`config.mk`:
```
export PLATFORM = sky130hd
export DESIGN_NAME = mux_scan_ctrl
export DESIGN_NICKNAME = d
export VERILOG_FILES = /design/src/rtl/mux_scan_pkg.sv /design/src/rtl/mux_scan_ctrl_dwell_counter.sv /design/src/rtl/mux_scan_ctrl.sv
export SDC_FILE = /design/constraint.sdc
export NUM_CORES = 1
export LEC_CHECK = 0
export ABC_AREA = 1
export CAP_MARGIN = 20
export CORE_UTILIZATION = 48
export DETAILED_ROUTE_END_ITERATION = 6
export PLACE_DENSITY = 0.75
export SETUP_SLACK_MARGIN = 0.5
export SYNTH_ARGS = -nofsm -noshare
export SYNTH_HDL_FRONTEND = slang
export SYNTH_HIERARCHICAL = 1
export SYNTH_SLANG_ARGS = --single-unit
```
`constraint.sdc`:
```
create_clock -name clk -period 1.29 [get_ports clk]
set_input_delay 0.3225 -clock clk [delete_from_list [all_inputs] [get_ports clk]]
set_output_delay 0.3225 -clock clk [all_outputs]
set_load 0.05 [all_outputs]
```
`src/rtl/mux_scan_pkg.sv`:
```
// mux_scan_pkg: shared constants, FSM state type and channel-walk helper for mux_scan_ctrl.
package mux_scan_pkg;
   localparam int NUM_CH = 4;
   localparam int SEL_W = 2;
   typedef enum logic {IDLE, SCAN} scan_state_t;
   // Lowest unmasked channel at or above 'from'; MSB set when no such channel exists.
   function automatic logic [SEL_W:0] next_ch(input logic [SEL_W:0] from, input logic [NUM_CH-1:0] mask);
      logic [SEL_W:0] r;
      r = {1'b1, {SEL_W{1'b0}}};
      for (int i = NUM_CH - 1; i >= 0; i--)
         if ((SEL_W + 1)'(i) >= from && !mask[i]) r = (SEL_W + 1)'(i);
      return r;
   endfunction
endpackage

```
`src/rtl/mux_scan_ctrl_dwell_counter.sv`:
```
// dwell_counter: counts cycles spent on one channel, flags the last cycle of the dwell.
module dwell_counter #(
   parameter int DWELL = 4
) (
   input  logic clk,
   input  logic reset,
   input  logic clr,
   input  logic en,
   output logic terminal
);
   localparam int W = $clog2(DWELL);
   logic [W-1:0] cnt_q, cnt_d;
   always_comb cnt_d = clr ? '0 : en ? cnt_q + 1'b1 : cnt_q;
   always_ff @(posedge clk) begin
      if (reset) cnt_q <= '0;
      else cnt_q <= cnt_d;
   end
   assign terminal = cnt_q == W'(DWELL - 1);
endmodule

```
`src/rtl/mux_scan_ctrl.sv`:
```
// mux_scan_ctrl: steps a 4:1 mux select, captures z per channel, emits a 4-bit sample word.
// MUX_SCAN_MASK_EN adds a per-channel skip mask port.
module mux_scan_ctrl
   import mux_scan_pkg::*;
#(
   parameter int DWELL = 4
) (
   input  logic              clk,
   input  logic              reset,
   input  logic              start,
   input  logic              continuous,
`ifdef MUX_SCAN_MASK_EN
   input  logic [NUM_CH-1:0] mask,
`endif
   input  logic              z,
   output logic [SEL_W-1:0]  s,
   output logic [NUM_CH-1:0] sample,
   output logic              valid,
   output logic              busy
);
   scan_state_t       state_q, state_d;
   logic [SEL_W-1:0]  s_q, s_d;
   logic [NUM_CH-1:0] shadow_q, shadow_d, sample_q, sample_d, mask_q, mask_d;
   logic              valid_q, valid_d, busy_q, busy_d;
   logic [NUM_CH-1:0] m_in, cap_word;
   logic [SEL_W:0]    nxt, first;
   logic              terminal, all_off, done;
`ifdef MUX_SCAN_MASK_EN
   assign m_in = mask;
`else
   assign m_in = '0;
`endif
   assign all_off = &mask_q;
   dwell_counter #(.DWELL(DWELL)) u_dwell (
      .clk      (clk),
      .reset    (reset),
      .clr      (state_q == IDLE || terminal || all_off),
      .en       (1'b1),
      .terminal (terminal)
   );
   always_comb begin
      state_d  = state_q;
      s_d      = s_q;
      shadow_d = shadow_q;
      sample_d = sample_q;
      valid_d  = 1'b0;
      busy_d   = busy_q;
      mask_d   = mask_q;
      nxt      = next_ch({1'b0, s_q} + 1'b1, mask_q);
      first    = next_ch('0, m_in);
      cap_word = shadow_q | (NUM_CH'(z) << s_q);
      done     = all_off || (terminal && nxt[SEL_W]);
      if (state_q == IDLE) begin
         if (start) begin
            state_d = SCAN;
            s_d     = first[SEL_W] ? '0 : first[SEL_W-1:0];
            busy_d  = 1'b1;
            mask_d  = m_in;
         end
      end else if (done) begin
         sample_d = all_off ? '0 : cap_word;
         valid_d  = 1'b1;
         shadow_d = '0;
         // A set continuous at completion starts the next scan on the same edge.
         if (continuous) begin
            s_d    = first[SEL_W] ? '0 : first[SEL_W-1:0];
            mask_d = m_in;
         end else begin
            state_d = IDLE;
            s_d     = '0;
            busy_d  = 1'b0;
         end
      end else if (terminal) begin
         shadow_d = cap_word;
         s_d      = nxt[SEL_W-1:0];
      end
   end
   always_ff @(posedge clk) begin
      if (reset) begin
         state_q  <= IDLE;
         s_q      <= '0;
         shadow_q <= '0;
         sample_q <= '0;
         valid_q  <= 1'b0;
         busy_q   <= 1'b0;
         mask_q   <= '0;
      end else begin
         state_q  <= state_d;
         s_q      <= s_d;
         shadow_q <= shadow_d;
         sample_q <= sample_d;
         valid_q  <= valid_d;
         busy_q   <= busy_d;
         mask_q   <= mask_d;
      end
   end
   assign s      = s_q;
   assign sample = sample_q;
   assign valid  = valid_q;
   assign busy   = busy_q;
endmodule

```
==> metrics.yaml <==
clock-sinks: 15
rsz0062_at_grt: "yes"
ys_top_cells_by_count: "nand2_1 (31), dfxtp_1 (15), inv_1 (10), nor2_1 (10)"
r2r_slack_ns: 0.15
ys_seq_area_share_pct: 45.8
p_leak_nw: 0.477
grt_pass1_wl_mm: 2.41
track_usage_pct: 24.9
cap_violations: 0
core_area_mm2: 0.00119
antennaDiodeCount: 0
setup-violations-final: 0
antenna_found_initial: 0
cp-start-kind: "flip-flop"
worst_path_max_delay_cell: "dfxtp_4"
antenna_left: 0
fill_cells: 58
ir_worst_vdd_mv: 0.657
netlist_area_um2: 656
grt_pass1_vias: 611
synthTopCellsByArea: "dfxtp_1 (46%), nand2_1 (18%), ha_1 (5.7%)"
period_needed_ns: 1.14
pre_cts_ws_ns: -0.0955
io_buffers: 12
row_count: 12
avgSynthCellArea_um2: 7.13
via_per_inst: 4.81
final_nets: 129
arrival_ns: 1.36
critical_path_buf_inv_count: 1
drive_above_1_share_pct: 40.8
cts_root_buffer: "clkbuf_4"
fp.dieH_um: 39.0
timing.hold.ws_ns: 0.476
grt_max_degree: 9
final_cells: 134
max_stage_delay_ns: 0.38
multiInputGateArea_um2: 389
critPathLaunch: "s[0]"
drt_iter0_markers: 13
vias: 644
fmax_mhz: 879
synth_area_leader_cell: "dfxtp_1"
hold_path_class: "reg -> reg"
cp_top_family: "simple AND/OR/NAND/NOR gates"
clkLatencyLatePin_ns: 0.29
die_area_mm2: 0.00152
hold_viol: 0
seqCellArea_um2: 319
drc: 0
drv_slew: 0
cts_tree: "yes"
netlist-cell-type-count: 16
wire_per_inst_um: 12.5
drt-total-wl_mm: 1.68
cp-end-kind: "flip-flop"
yosysMostFrequentCell: "nand2_1"
synth.ff_latch_count: 15
hp-start: "sample[0]"
powerDensity_mw_per_mm2: 765
cts_buffers: 3
dr.pass1.iters: 6
areaGrowthSynthToFinish_pct: 65.1
ys.flop_type: "dfxtp_1"
die_w_um: 39.0
synth_top_area_share_pct: 45.8
initial_utilization_pct: 55.3
dp.cells: 123
critical_path.cell_chain: "buf_4, ha_4, nand3_4, nor2_4, nand2_1, nand2_1"
io_pins: 13
finalCritPeriodShare_pct: 88.2
htreeDepth: 1
hpwl_mm: 1.10
finClkSkew_ns: 0.00532
yosysWarningCount: 6
critPathMaxFanout: 5
required_ns: 1.52
fin_tns_setup_ns: 0
synth_edf_count: 0
path_common_cell: "nand2_1"
status: "finished, final reports clean"
r2r-start: "s[0]"
timing.final.ws_setup_ns: 0.153
clk_pin_slew_ns: 0.09
worstSetupPathType: "reg -> reg"
async_reset_ff_share_pct: 0
synth_cells: 92
grt_overflow_total: 0
gp_congestion: 0.775
clock_path_buffers: 2
final timing paths:
kind	to	depth (start not counted)
worst max-delay path	sample[2]	6
worst min-delay path	sample[0]	2
worst max register to register	sample[2]	6
worst min register to register	sample[0]	2
report_power, final:
part | total, W | leakage [nW] | switching [W] | internal, W
registers | 0.000475 | 0.127 | 0.00000833 | 0.000467
logic | 0.0000812 | 0.335 | 0.0000422 | 0.0000390
clock network | 0.000272 | 0.0150 | 0.000152 | 0.000120
cells in the final DEF (no fill, tap or decap):
| cell | count |
|---|---|
| dfxtp_1 | 4 |
| dfxtp_4 | 2 |
| clkbuf_1 | 1 |
| nor2_1 | 9 |
| a21oi_2 | 2 |
| ha_4 | 3 |
| inv_2 | 2 |
| nor2_2 | 3 |
| nand3_1 | 3 |
| dfxtp_2 | 9 |
| inv_4 | 1 |
| conb_1 | 4 |
| o21ai_2 | 1 |
| clkdlybuf4s50_1 | 4 |
| nand2_1 | 30 |
| a21oi_1 | 3 |
| inv_1 | 10 |
| buf_6 | 3 |
| nor2_4 | 1 |
| buf_12 | 8 |
| buf_4 | 6 |
| or2_1 | 1 |
| o21ai_0 | 2 |
| nand3_4 | 1 |
| nand3_2 | 2 |
| nand2_2 | 2 |
| clkbuf_4 | 3 |
tightest hold or removal path: cells and delay by family, from the launching register on:
family        cells  cell delay (ns)
flops             1             0.34
simple gates      2             0.10
per-stage QoR:
| stage | cell area [um^2] | util (%) | power [W] |
|---|---|---|---|
| 5_1_grt | 1080 | 91.2 | 0.000868 |
| 6_report | 1080 | 91.2 | 0.000828 |
| 3_3_place_gp | 952 | 80.3 | 0.000558 |
| 2_1_floorplan | 719 | - | 0.000521 |
| 3_5_place_dp | 952 | 80.3 | 0.000559 |
| 4_1_cts | 1040 | 87.6 | 0.000838 |
cell families (layout without fill, tap and decap cells):
family / after synthesis / count (layout) / share of synthesized area (%)
buffers and inverters: 13 / 38 / 7.44
and+or+nand+nor: 52 / 52 / 34.4
AOI/OAI and AO/OA: 8 / 8 / 6.11
adders and majority gates: 3 / 3 / 5.73
other: 1 / 4 / 0.572
DFF: 15 / 15 / 45.8
layout make-up:
type,instances,area share [%]
clock buffers,4,2.43
well taps,14,1.62
multi-input cells,67,36.0
repair buffers,21,25.8
flip-flops and latches,15,29.5
inverters,13,4.74
state kept, by name, indices dropped and copies added, names as in the netlist:
name and flops:
valid 1, u_dwell/cnt_q 2, s 2, sample 4, shadow_q 4, busy 1, state_q 1
timing repair:
item / CTS / global route
pin swaps: 5 / 3
hold buffers: 0 / 0
gates resized for setup: 6 / 7
hold endpoints to repair: 0 / 0
setup buffers: 5 / 2
endpoints found under the setup margin: 23 / 23
routing by layer:
metal,GRT usage (%),vias up,part of all wire [%]
li1,-,331,-
met1,23.1,295,40
met2,46.7,18,55
met3,10.4,0,4.9
met4,10.3,0,0
met5,0,-,0
(Power assumes the default switching activity.)
